<file path="src/rtl/motion_delta_encoder_pkg.sv">
// Shared definitions for the motion-vector delta encoder: FSM state codes,
// default widths and the f_code field selector.
package motion_delta_encoder_pkg;

    localparam int MAG_WIDTH_DEF  = 13;
    localparam int F_CODE_MAX_DEF = 9;
    localparam int SIGN_BIT       = MAG_WIDTH_DEF;
    localparam int WORD_W         = 16;
    localparam int CNT_W          = 4;
    localparam int IDX_W          = 3;

    typedef enum logic {
        MB_PREDICT_ENCODE_IDLE = 1'b0,
        MB_PREDICT_ENCODE_CALC = 1'b1
    } enc_state_e;

    // Pick one 4-bit f_code out of {f[0][0], f[0][1], f[1][0], f[1][1]}.
    function automatic logic [3:0] f_code_sel(input logic [WORD_W-1:0] f_codes,
                                              input logic [1:0]        sel);
        case (sel)
            2'd0:    return f_codes[15:12];
            2'd1:    return f_codes[11:8];
            2'd2:    return f_codes[7:4];
            default: return f_codes[3:0];
        endcase
    endfunction

endpackage

</file>
<file path="src/rtl/motion_delta_encoder_if.sv">
// Bus between the delta encoder (master) and its controller plus the
// target/PMV/delta stores (slave).
interface motion_delta_encoder_if;
    import motion_delta_encoder_pkg::*;

    logic              Start_Encode_I;
    logic              Done_Encode_O;
    logic [WORD_W-1:0] F_Codes_I;
    logic              PMV_Reset_I;
    logic [IDX_W-1:0]  Index_O;
    logic [WORD_W-1:0] Target_Data_I;
    logic [WORD_W-1:0] PMV_Data_I;
    logic [WORD_W-1:0] Delta_Data_O;
    logic              Delta_Write_En_O;
    logic [WORD_W-1:0] PMV_Data_O;
    logic              PMV_Write_En_O;
    logic              Range_Error_O;

    modport master (
        input  Start_Encode_I, F_Codes_I, PMV_Reset_I, Target_Data_I, PMV_Data_I,
        output Done_Encode_O, Index_O, Delta_Data_O, Delta_Write_En_O,
               PMV_Data_O, PMV_Write_En_O, Range_Error_O
    );

    modport slave (
        output Start_Encode_I, F_Codes_I, PMV_Reset_I, Target_Data_I, PMV_Data_I,
        input  Done_Encode_O, Index_O, Delta_Data_O, Delta_Write_En_O,
               PMV_Data_O, PMV_Write_En_O, Range_Error_O
    );

endinterface

</file>
<file path="src/rtl/motion_delta_encoder_delta_former.sv">
// delta_former: combinational target/PMV -> sign-magnitude delta word, the
// inverse of the decoder's new-prediction former. With MV_ENC_RANGE_CHECK_EN
// defined it also reports an out-of-range target or an illegal f_code.
module delta_former
    import motion_delta_encoder_pkg::*;
#(
    parameter int MAG_WIDTH  = MAG_WIDTH_DEF
`ifdef MV_ENC_RANGE_CHECK_EN
   ,parameter int F_CODE_MAX = F_CODE_MAX_DEF
`endif
) (
    input  logic signed [WORD_W-1:0] target_i,
    input  logic signed [WORD_W-1:0] pmv_i,
    input  logic        [3:0]        f_code_i,
    output logic        [WORD_W-1:0] delta_o
`ifdef MV_ENC_RANGE_CHECK_EN
   ,output logic                     range_err_o
`endif
);

    // Wide enough for 32 << 14 (f_code 15) without overflow.
    localparam int AW = 22;

    logic        [3:0]    fc_eff;
    logic        [3:0]    rs;
    logic signed [16:0]   d17;
    logic signed [AW-1:0] half;
    logic signed [AW-1:0] range_w;
    logic signed [AW-1:0] low;
    logic signed [AW-1:0] high;
    logic signed [AW-1:0] d_w;
    logic signed [AW-1:0] d_wrap;
    logic signed [AW-1:0] mag_w;
    logic                 neg;

    // Difference, single fold into [low, high], then sign-magnitude packing.
    always_comb begin
        fc_eff  = (f_code_i == 4'd0) ? 4'd1 : f_code_i;
        rs      = fc_eff - 4'd1;
        half    = AW'(16) << rs;
        range_w = half <<< 1;
        low     = -half;
        high    = half - AW'(1);
        d17     = {target_i[WORD_W-1], target_i} - {pmv_i[WORD_W-1], pmv_i};
        d_w     = {{(AW-17){d17[16]}}, d17};
        if (d_w < low)
            d_wrap = d_w + range_w;
        else if (d_w > high)
            d_wrap = d_w - range_w;
        else
            d_wrap = d_w;
        neg   = d_wrap[AW-1];
        mag_w = neg ? -d_wrap : d_wrap;
        delta_o                = '0;
        delta_o[MAG_WIDTH]     = neg;
        delta_o[MAG_WIDTH-1:0] = mag_w[MAG_WIDTH-1:0];
    end

`ifdef MV_ENC_RANGE_CHECK_EN
    logic signed [AW-1:0] tgt_w;

    // Target must already lie inside the f_code window.
    always_comb begin
        tgt_w       = {{(AW-WORD_W){target_i[WORD_W-1]}}, target_i};
        range_err_o = (tgt_w < low) || (tgt_w > high) || (f_code_i > 4'(F_CODE_MAX));
    end
`endif

endmodule

</file>
<file path="src/rtl/motion_delta_encoder.sv">
// motion_delta_encoder: walks the 8 MV entries of a macroblock, writing a
// delta word and the new PMV for each. Optional range checking is built when
// MV_ENC_RANGE_CHECK_EN is defined; otherwise Range_Error_O is tied low.
module motion_delta_encoder
    import motion_delta_encoder_pkg::*;
#(
    parameter int MAG_WIDTH  = MAG_WIDTH_DEF,
    parameter int F_CODE_MAX = F_CODE_MAX_DEF
) (
    input  logic                   clock,
    input  logic                   resetn,
    motion_delta_encoder_if.master bus
);

    enc_state_e        state_q;
    logic [CNT_W-1:0]  cnt_q;
    logic [WORD_W-1:0] delta_q;
    logic [WORD_W-1:0] pmv_q;
    logic              we_q;
    logic [3:0]        f_code_d;
    logic [WORD_W-1:0] pmv_rd_d;
    logic [WORD_W-1:0] delta_d;

    assign bus.Index_O          = cnt_q[3:1];
    assign bus.Done_Encode_O    = (state_q == MB_PREDICT_ENCODE_IDLE);
    assign bus.Delta_Data_O     = delta_q;
    assign bus.PMV_Data_O       = pmv_q;
    assign bus.Delta_Write_En_O = we_q;
    assign bus.PMV_Write_En_O   = we_q;

    // Select the f_code for the current entry and apply the PMV reset override.
    always_comb begin
        f_code_d = f_code_sel(bus.F_Codes_I, {cnt_q[3], cnt_q[1]});
        pmv_rd_d = bus.PMV_Reset_I ? '0 : bus.PMV_Data_I;
    end

`ifdef MV_ENC_RANGE_CHECK_EN
    logic rerr_d;
    logic rerr_q;

    delta_former #(.MAG_WIDTH(MAG_WIDTH), .F_CODE_MAX(F_CODE_MAX)) u_former (
        .target_i    (bus.Target_Data_I),
        .pmv_i       (pmv_rd_d),
        .f_code_i    (f_code_d),
        .delta_o     (delta_d),
        .range_err_o (rerr_d)
    );

    // Sticky range flag: cleared when a walk starts, set as an entry is written.
    always_ff @(posedge clock or negedge resetn) begin
        if (!resetn)
            rerr_q <= 1'b0;
        else if (state_q == MB_PREDICT_ENCODE_IDLE && bus.Start_Encode_I)
            rerr_q <= 1'b0;
        else if (state_q == MB_PREDICT_ENCODE_CALC && !cnt_q[0] && rerr_d)
            rerr_q <= 1'b1;
    end

    assign bus.Range_Error_O = rerr_q;
`else
    delta_former #(.MAG_WIDTH(MAG_WIDTH)) u_former (
        .target_i (bus.Target_Data_I),
        .pmv_i    (pmv_rd_d),
        .f_code_i (f_code_d),
        .delta_o  (delta_d)
    );

    assign bus.Range_Error_O = 1'b0;
`endif

    // Walk FSM: even cycles capture an entry, the following odd cycle writes it.
    always_ff @(posedge clock or negedge resetn) begin
        if (!resetn) begin
            state_q <= MB_PREDICT_ENCODE_IDLE;
            cnt_q   <= '0;
            we_q    <= 1'b0;
            delta_q <= '0;
            pmv_q   <= '0;
        end else begin
            case (state_q)
                MB_PREDICT_ENCODE_IDLE: begin
                    we_q <= 1'b0;
                    if (bus.Start_Encode_I) begin
                        state_q <= MB_PREDICT_ENCODE_CALC;
                        cnt_q   <= '0;
                    end
                end
                MB_PREDICT_ENCODE_CALC: begin
                    cnt_q <= cnt_q + 4'd1;
                    we_q  <= ~cnt_q[0];
                    if (!cnt_q[0]) begin
                        delta_q <= delta_d;
                        pmv_q   <= bus.Target_Data_I;
                    end
                    if (cnt_q == 4'hF)
                        state_q <= MB_PREDICT_ENCODE_IDLE;
                end
                default: state_q <= MB_PREDICT_ENCODE_IDLE;
            endcase
        end
    end

endmodule

</file>
<file path="src/flat_wrapper.sv">
// flat-port wrapper written by rule: the top's interface ports become plain ports
module motion_delta_encoder_flat import motion_delta_encoder_pkg::*;
#(
    parameter int MAG_WIDTH  = MAG_WIDTH_DEF,
    parameter int F_CODE_MAX = F_CODE_MAX_DEF
)
  (clock, resetn, bus_Start_Encode_I, bus_F_Codes_I, bus_PMV_Reset_I, bus_Target_Data_I, bus_PMV_Data_I, bus_Done_Encode_O, bus_Index_O, bus_Delta_Data_O, bus_Delta_Write_En_O, bus_PMV_Data_O, bus_PMV_Write_En_O, bus_Range_Error_O);
  motion_delta_encoder_if bus_i ();
  input  logic clock;
  input  logic resetn;
  input wire logic [$bits(bus_i.Start_Encode_I)-1:0] bus_Start_Encode_I;
  input wire logic [$bits(bus_i.F_Codes_I)-1:0] bus_F_Codes_I;
  input wire logic [$bits(bus_i.PMV_Reset_I)-1:0] bus_PMV_Reset_I;
  input wire logic [$bits(bus_i.Target_Data_I)-1:0] bus_Target_Data_I;
  input wire logic [$bits(bus_i.PMV_Data_I)-1:0] bus_PMV_Data_I;
  output wire logic [$bits(bus_i.Done_Encode_O)-1:0] bus_Done_Encode_O;
  output wire logic [$bits(bus_i.Index_O)-1:0] bus_Index_O;
  output wire logic [$bits(bus_i.Delta_Data_O)-1:0] bus_Delta_Data_O;
  output wire logic [$bits(bus_i.Delta_Write_En_O)-1:0] bus_Delta_Write_En_O;
  output wire logic [$bits(bus_i.PMV_Data_O)-1:0] bus_PMV_Data_O;
  output wire logic [$bits(bus_i.PMV_Write_En_O)-1:0] bus_PMV_Write_En_O;
  output wire logic [$bits(bus_i.Range_Error_O)-1:0] bus_Range_Error_O;
  assign bus_i.Start_Encode_I = bus_Start_Encode_I;
  assign bus_i.F_Codes_I = bus_F_Codes_I;
  assign bus_i.PMV_Reset_I = bus_PMV_Reset_I;
  assign bus_i.Target_Data_I = bus_Target_Data_I;
  assign bus_i.PMV_Data_I = bus_PMV_Data_I;
  assign bus_Done_Encode_O = bus_i.Done_Encode_O;
  assign bus_Index_O = bus_i.Index_O;
  assign bus_Delta_Data_O = bus_i.Delta_Data_O;
  assign bus_Delta_Write_En_O = bus_i.Delta_Write_En_O;
  assign bus_PMV_Data_O = bus_i.PMV_Data_O;
  assign bus_PMV_Write_En_O = bus_i.PMV_Write_En_O;
  assign bus_Range_Error_O = bus_i.Range_Error_O;
  motion_delta_encoder #(.MAG_WIDTH(MAG_WIDTH), .F_CODE_MAX(F_CODE_MAX)) u_core (.clock(clock), .resetn(resetn), .bus(bus_i));
endmodule
</file>
<file path="config.mk">
export PLATFORM = sky130hd
export DESIGN_NAME = motion_delta_encoder_flat
export DESIGN_NICKNAME = d
export VERILOG_FILES = /design/src/rtl/motion_delta_encoder_pkg.sv /design/src/rtl/motion_delta_encoder_if.sv /design/src/rtl/motion_delta_encoder_delta_former.sv /design/src/rtl/motion_delta_encoder.sv /design/src/flat_wrapper.sv
export SDC_FILE = /design/constraint.sdc
export NUM_CORES = 1
export LEC_CHECK = 0
export CORE_UTILIZATION = 47
export CTS_CLUSTER_DIAMETER = 40
export DETAILED_ROUTE_END_ITERATION = 10
export GPL_ROUTABILITY_DRIVEN = 0
export PLACE_DENSITY = 0.7
export SYNTH_ARGS = -nofsm -noshare
export SYNTH_HDL_FRONTEND = slang
export SYNTH_HIERARCHICAL = 1
export SYNTH_SLANG_ARGS = --single-unit
</file>
<file path="constraint.sdc">
create_clock -name clock -period 7.1 [get_ports clock]
set_input_delay 0.71 -clock clock [delete_from_list [all_inputs] [get_ports clock]]
set_output_delay 0.71 -clock clock [all_outputs]
set_load 0.03 [all_outputs]
</file>
==> metrics.txt, run 1 <==
routed vias/inst 5.51; share of the yosys chip area belonging to registers 0.172; Die ar. between 0.01 and 0.015 mm^2; worst-path fanout max 16; total CTS buffers 5; Top-Level Pins 91; Worst Max-Slew Pin Slew 0.862 ns; Worst Skew approximately 0.0045 ns; drt drc 0; remaining antenna violation count 0; initial antenna violation count 0; clock sinks 38; Routed Wire Length between 10000 and 15000 um; setup TNS 0 ns; post-DP HPWL between 10000 and 15000 um; outcome finished clean; # Post-CTS Setup Buffers 0; clk slew on worst S/H paths around 0.050 ns; Most used DFF post-synth dfrtp_1; dpl cell area 0.00646 mm^2; clock latency on the worst-skew pair 0.28 ns; synthesized flop and latch total 38; DRC marker count from the first detailed-route iteration roughly 210; placed insts 854; VDD IR max between 0.0003 and 0.0004 V; Setup CP Type input port to register; Worst EP required between 7 and 8 ns; cell area after synthesis between 0.005 and 0.006 mm^2; die extent in y 111 um; Synth Area per Inst 8.67 um^2; Via Count ~4800; deepest clock path buffer count 2; synth warn 6; unrepaired setup endpoints after global routing false; global-route usage over all layers 0.215; DIE WIDTH around 110 um; Remaining Overflow, GRT 0; # rows 39; area fraction of the dominant cell type after synthesis 0.212; ys async rst share 1.00; Final Util 0.578; cts repair resizes 0; max cap viols 0; Gate Count Post-Synth around 640; crit path DAT 6.69 ns; startpoint types input port; Area Overhead vs Synth 19.7%; Tmin final 6.52 ns; Unique masters post-synth 78; top cells by area, synth ha_1, dfrtp_1, mux2_4; Post-Layout Inst Area roughly 0.0066 mm^2; H-tree Lvls 2; pin count of the biggest net entering global routing 39; Final Slew Violations 0; antenna cells 0; core box area between 0.01 and 0.015 mm^2; Final Setup Violations 0; Starting Density 0.483; fin cells approximately 860; Fin. Hold Viols 0; Port Buffers ~90; Peak Freq about 150 MHz; layout cells sized above 1 0.103; Nets 866; CTS tree done; total leakage power 3.10 nW; first-pass GRT wire length around 22000 um; Root Driver clkbuf_16; TritonRoute pass-1 iters 5; top cells by count, synth ha_1, inv_1, nand2_1, a21oi_1, dfrtp_1; leading area contributor after synthesis ha_1; max_slew headroom 0.425; EDFF count, synth 0; count leader, synth ha_1; DR WL/cell 15.2 um; worst hold path class register to register; CTS Hold Bufs 0; Cell Pwr Density ~480 mW/mm^2; number of global-route vias before repair 4709; CP endpoint kind register; Final Cycle Share 0.918
-- flip-flops by register name, summed over array words and instances (netlist names) --
signal,cells
u_core/bus.PMV_Data_O,16
u_core/cnt_q,4
u_core/state_q,1
u_core/bus.Delta_Write_En_O,1
u_core/bus.Delta_Data_O,16
-- cell usage in the layout, fill, tap and decap left out, drive strengths merged, types with 6 or more instances in the layout --
cell           count
nor2              33
o21bai             6
nand4             12
nor2b             27
a21oi             44
nand2             54
dfrtp             38
mux2              33
o21ai             36
o31ai             11
ha                94
a22oi              6
xor2              15
xnor2             23
clkbuf             6
buf                7
nand3             12
nand2b             7
inv               67
clkdlybuf4s50     88
a21o              15
nor3              10
-- cells by family (layout without fill, tap and decap cells) --
logic type | count (synthesis) | after routing | share of synthesized area
compound gates | 156 | 156 | 0.191
buf+inv | 93 | 171 | 0.0818
mux | 38 | 38 | 0.104
simple gates | 177 | 177 | 0.167
flops | 38 | 38 | 0.172
other cells | 3 | 5 | 0.00203
xor+xnor | 38 | 38 | 0.0628
fa+ha+maj | 96 | 96 | 0.220
-- path summary, 6_finish.rpt --
path,end,from,slack [ns],cells past startpoint
min in group asynchronous,u_core/bus.Delta_Data_O[3],resetn,0.53,1
worst min register to register,u_core/bus.PMV_Data_O[6],u_core/bus.PMV_Data_O[6],0.51,1
max in group asynchronous,u_core/cnt_q[2],resetn,6.02,1
worst max register to register,u_core/bus.Delta_Data_O[12],u_core/cnt_q[1],1.25,20
worst max-delay path,u_core/bus.Delta_Data_O[12],bus_PMV_Data_I[0],0.58,26
worst min-delay path,u_core/bus.PMV_Data_O[6],u_core/bus.PMV_Data_O[6],0.51,1
-- critical path: stages --
cell             delay (ns)
clkdlybuf4s50_1        0.45
nor2b_1                0.13
ha_1                   0.20
inv_1                  0.07
fa_1                   0.44
a211oi_1               0.36
o21ai_1                0.13
a31oi_1                0.34
o21ai_1                0.12
a21o_1                 0.22
nand4_1                0.11
a41oi_1                0.20
inv_1                  0.37
buf_4                  0.29
ha_1                   0.29
nand4_1                0.15
nor2_1                 0.07
a41o_1                 0.26
o31ai_4                0.29
buf_4                  0.25
nor2_1                 0.11
a221oi_2               0.34
nand4_1                0.18
o31ai_2                0.27
xor2_1                 0.09
mux2_4                 0.26
-- report_power, final --
part           internal [W]  switching (W)  leakage (nW)
Combinational       0.00112        0.00139          2.58
Clock              0.000166      0.0000874        0.0771
Sequential         0.000333      0.0000827         0.443
Total               0.00162        0.00156          3.10
-- per-stage QoR --
step | hold WS, ns | setup WS, ns | power [W]
after detailed placement | 0.492 | 0.350 | 0.00290
after floorplan | 0.414 | 1.23 | 0.00233
after global routing | 0.524 | 0.0772 | 0.00344
after CTS | 0.513 | 0.610 | 0.00317
after global placement | 0.493 | 0.495 | 0.00284
final | 0.509 | 0.580 | 0.00317
-- metal layers --
| layer | track usage | wire length (um) | vias up |
|---|---|---|---|
| met4 | 0.0471 | 143 | 0 |
| met1 | 0.278 | 6180 | 2221 |
| met3 | 0.0384 | 554 | 17 |
| met5 | 0 | 0 | - |
| met2 | 0.371 | 6200 | 113 |
| li1 | - | - | 2399 |
-- layout make-up --
cell class,instances,area [um^2]
Clock buffer,6,129
Multi-Input combinational cell,510,4140
Fill cell,991,4840
Sequential cell,38,951
Inverter,68,260
Clock inverter,2,37.5
Timing Repair Buffer,95,931
Tap cell,143,179
No activity file was read; power rests on OpenSTA's default activity.
==> inputs of run 2 (changes only) <==
--- a/config.mk
+++ b/config.mk
@@ -9,7 +9,7 @@
 export CTS_CLUSTER_DIAMETER = 40
 export DETAILED_ROUTE_END_ITERATION = 10
 export GPL_ROUTABILITY_DRIVEN = 0
-export PLACE_DENSITY = 0.7
+export PLACE_DENSITY = 0.73
 export SYNTH_ARGS = -nofsm -noshare
 export SYNTH_HDL_FRONTEND = slang
 export SYNTH_HIERARCHICAL = 1
==> constraint.sdc (replaced) <==
create_clock -name clock -period 5.84 [get_ports clock]
set_input_delay 0.584 -clock clock [delete_from_list [all_inputs] [get_ports clock]]
set_output_delay 0.584 -clock clock [all_outputs]
set_load 0.03 [all_outputs]
==> run 2 against run 1 <==
Compared with the run above:
- power rose by 40%
- die area did not move
- via count rose by 13%
- critical endpoint unchanged
- largest cell class unchanged
==> metrics.txt, run 2 (synthesis results as in run 1) <==
Root Driver clkbuf_16; TritonRoute pass-1 iters 5 (unchanged); placed insts 920 (+7.7%); CTS tree done; FF-to-FF Start u_core/cnt_q[1]; Starting Density 0.483 (unchanged); max_slew headroom 0.424 (-0.00124); core box area 0.0115 mm^2 (unchanged); global-route usage over all layers 0.232 (+0.0169); Final Setup Violations 0 (unchanged); Die ar. 0.0122 mm^2 (unchanged); Worst EP required 6.00 ns (-1.27 ns); clock sinks 38 (unchanged); Cell Pwr Density 584 mW/mm^2 (+22%); post-DP HPWL 11700 um (+8.8%); first-pass GRT wire length 23700 um (+8.4%); total CTS buffers 5 (unchanged); outcome finished clean; commonest non-fill, non-tap cells in the layout buf_4, ha_1, clkdlybuf4s50_1; Area Overhead vs Synth 37.7%; remaining antenna violation count 0 (unchanged); DIE WIDTH 111 um (unchanged); initial antenna violation count 0 (unchanged); clock latency on the worst-skew pair 0.29 ns (about the same); number of global-route vias before repair 5268 (+12%); startpoint types input port; crit path DAT 5.91 ns (-0.78 ns); Worst Max-Slew Pin Slew 0.864 ns (+0.00186 ns); Top-Level Pins 91 (unchanged); Final Util 0.665 (+0.0869); CP max-delay cell clkdlybuf4s50_1; Port Buffers 89 (unchanged); drt drc 0 (unchanged); worst hold slack 0.407 ns (-0.102 ns); worst hold path class input port to asynchronous set/reset pin; min setup slack post-route 0.0973 ns (-0.482 ns); clk slew on worst S/H paths 0.06 ns (about the same); Max stage delay on crit path 0.49 ns (+0.04 ns); VDD IR max 0.000430 V (+30%); CP endpoint kind register; Remaining Overflow, GRT 0 (unchanged); # rows 39 (unchanged); Fin. Hold Viols 0 (unchanged); most common cell after layout, fill and taps aside buf_4; Worst Skew 0.00583 ns (+0.00134 ns); worst-path fanout max 4 (-12); Final Cycle Share 0.983; routed vias/inst 5.64 (+2.4%); Nets 952 (+9.9%); total leakage power 3.66 nW (+18%); Routed Wire Length 15900 um (+21%); max cap viols 0 (unchanged); RR Endpoint u_core/bus.Delta_Data_O[12]; deepest clock path buffer count 2 (unchanged); Via Count 5349 (+13%); Final Slew Violations 0 (unchanged); CTS Hold Bufs 0 (unchanged); Tot Pwr 0.00446 W (+40%); Setup CP Type input port to register; DRC marker count from the first detailed-route iteration 215 (+3.4%); pin count of the biggest net entering global routing 39 (unchanged); H-tree Lvls 2 (unchanged); Setup WS pre-CTS -0.417 ns (-0.767 ns); DR WL/cell 16.8 um (+10%); die extent in y 111 um (unchanged); layout cells sized above 1 0.246 (+0.143); fin cells 948 (+10%); Tmin final approximately 5.7 ns; antenna cells 0 (unchanged); Peak Freq 174 MHz; Reg2Reg Setup Slack 0.26 ns (-0.99 ns); Worst R2R Path Depth 23 (+15%)
## run 2: per-layer routing
metal,track usage,up-vias,routed length [um],part of all wire
met5,0,-,0,0
met4,0.0667,0,418,0.026
met3,0.0401,47,821,0.052
met2,0.421,200,8200,0.52
met1,0.277,2531,6450,0.41
li1,-,2571,-,-
## run 2: worst max-delay path: cells and delay by family
kind	cells	cell delay, ns
XOR/XNOR	2	0.23
multiplexers	1	0.26
buffers and inverters	4	0.90
AND/OR/NAND/NOR	6	0.94
adder cells (fa/ha/maj)	2	0.52
AO/OA/AOI/OAI	12	2.46
## run 2: what timing repair did
| action | 4_1_cts | 5_1_grt |
|---|---|---|
| resized for setup | 8 | 60 |
| endpoints found under the setup margin | 7 | 12 |
| pin swaps | 11 | 37 |
| buffers inserted | 2 | 18 |
## run 2: power breakdown
| group | switching [W] | internal, W |
|---|---|---|
| registers | 0.000105 | 0.000405 |
| clock network | 0.000109 | 0.000256 |
| logic | 0.00187 | 0.00171 |
## run 2: stage by stage
| step | TNS (ns) | instance area (um^2) |
|---|---|---|
| detailed placement | -3.06 | 6970 |
| CTS | 0 | 7210 |
| finish | 0 | 7620 |
| floorplan | 0 | 5550 |
| global route | -0.364 | 7620 |
| global placement | -0.862 | 6970 |
## run 2: how the worst max path moves through the flow
| stage | startpoint | to | slack [ns] | cells past startpoint |
|---|---|---|---|---|
| after floorplan | bus_PMV_Data_I[0] | u_core/bus.Delta_Data_O[10] | 0.09 | 24 |
| after global placement | bus_PMV_Reset_I | u_core/bus.Delta_Data_O[12] | -0.21 | 28 |
| after detailed placement | bus_PMV_Reset_I | u_core/bus.Delta_Data_O[12] | -0.42 | 28 |
| after CTS | bus_PMV_Data_I[0] | u_core/bus.Delta_Data_O[12] | 0.002 | 27 |
| after global routing | bus_PMV_Data_I[4] | u_core/bus.Delta_Data_O[12] | -0.15 | 26 |
| final | bus_PMV_Data_I[4] | u_core/bus.Delta_Data_O[12] | 0.1 | 27 |
## run 2: layout make-up
| class | instances | area [um^2] |
|---|---|---|
| clock buffers | 6 | 139 |
| well taps | 143 | 179 |
| multi-input cells | 510 | 4430 |
| repair buffers | 181 | 1610 |
| fillers | 857 | 3840 |
| flip-flops and latches | 38 | 951 |
| clock inverters | 2 | 60.1 |
| inverters | 68 | 260 |
==> variant (settings of run 2) <==
`MAG_WIDTH_DEF`: 13 -> 11.
--- a/src/rtl/motion_delta_encoder_pkg.sv
+++ b/src/rtl/motion_delta_encoder_pkg.sv
@@ -3,5 +3,5 @@
 package motion_delta_encoder_pkg;
 
-    localparam int MAG_WIDTH_DEF  = 13;
+    localparam int MAG_WIDTH_DEF  = 11;
     localparam int F_CODE_MAX_DEF = 9;
     localparam int SIGN_BIT       = MAG_WIDTH_DEF;
Function: changed (Yosys sat finds a counterexample within 4 cycles, from zero or initial values and one cycle with resetn low).
==> variant against run 2 <==
- maximum frequency rose by 2.4%
- via count fell by 2.7%
- area after synthesis rose by 0.52%
- routed wire length fell by 7.0%
- non-clock buffer count fell by 10
- design area fell by 2.2%
- power fell by 3.1%
- sequential cell count did not move
- worst setup slack improved by 130 ps
- sequential power barely moved
- combinational power fell by 3%
- clock power fell by 13%
==> variant: results (changes against run 2) <==
met2 Resource Use GR - 42.0% (-0.12 points)
Synth cell types - 84 (+7.7%)
CP startpoint - bus_PMV_Data_I[0]
post-CTS sizing - 18 (+10)
Clk. pwr - 317 µW (-13%)
mux cell area share after synthesis - 10.3% (-0.076 points)
Final non-clock buffer share - 20.3% (-0.81 points)
Seq Cell Count - 38 (unchanged)
wire length on met2 - 7300 µm (-11%)
Post-Syn Area - 5570 µm² (+0.52%)
combinational power - 3.49 mW (-3%)
first-pass GRT wire length - 23800 µm (+0.64%)
worst reg2reg path depth - 20 (-13%)
Inverters - 64 (-5.9%)
detailed-route via count - 5202 (-2.7%)
Nets - 933 (-2.0%)
Area contributors post-synth - ha_1, dfrtp_1, mux2_4
post-synthesis sequential area ratio - 17.1% (-0.089 points)
P_sw - 2.06 mW (-1.6%)
Signal buffers - 171 (-5.5%)
status - completed
worst reg2reg endpoint - u_core/bus.Delta_Data_O[10]$_DFFE_PN0P_
most frequent cells after synthesis - ha_1, inv_1, nand2_1
post-DP HPWL - 11900 µm (+1.3%)
ClkCell Share - 2.26% (-0.34 points)
==> variant: worst register-to-register path, stage by stage (launching register included) <==
cell     delay, ps
dfrtp_1        560
mux4_2         590
inv_1           90
ha_1           170
mux2i_1         80
nor2_1         260
inv_1          150
ha_1           320
nor2_1         190
a22oi_1        130
ha_1           340
nand4_1        190
nor4_4         410
nor4b_4        300
and3_4         260
nor4_4          60
a311o_1        280
a211o_1        320
o32ai_2        290
xnor2_1        100
mux2_4         250
==> variant: metrics by stage <==
| step | setup WS, ps | power, mW | setup TNS (ps) | cells | hold slack [ps] |
|---|---|---|---|---|---|
| 2_1_floorplan | 280 | 2.87 | 0 | 631 | 288 |
| 5_1_grt | -39.6 | 4.64 | -42.2 | 928 | 474 |
| 4_1_cts | 71.7 | 4.23 | 0 | 925 | 431 |
| 6_report | 230 | 4.32 | 0 | 928 | 400 |
| 3_3_place_gp | -415 | 3.76 | -3600 | 916 | 493 |
| 3_5_place_dp | -591 | 3.87 | -5370 | 916 | 491 |
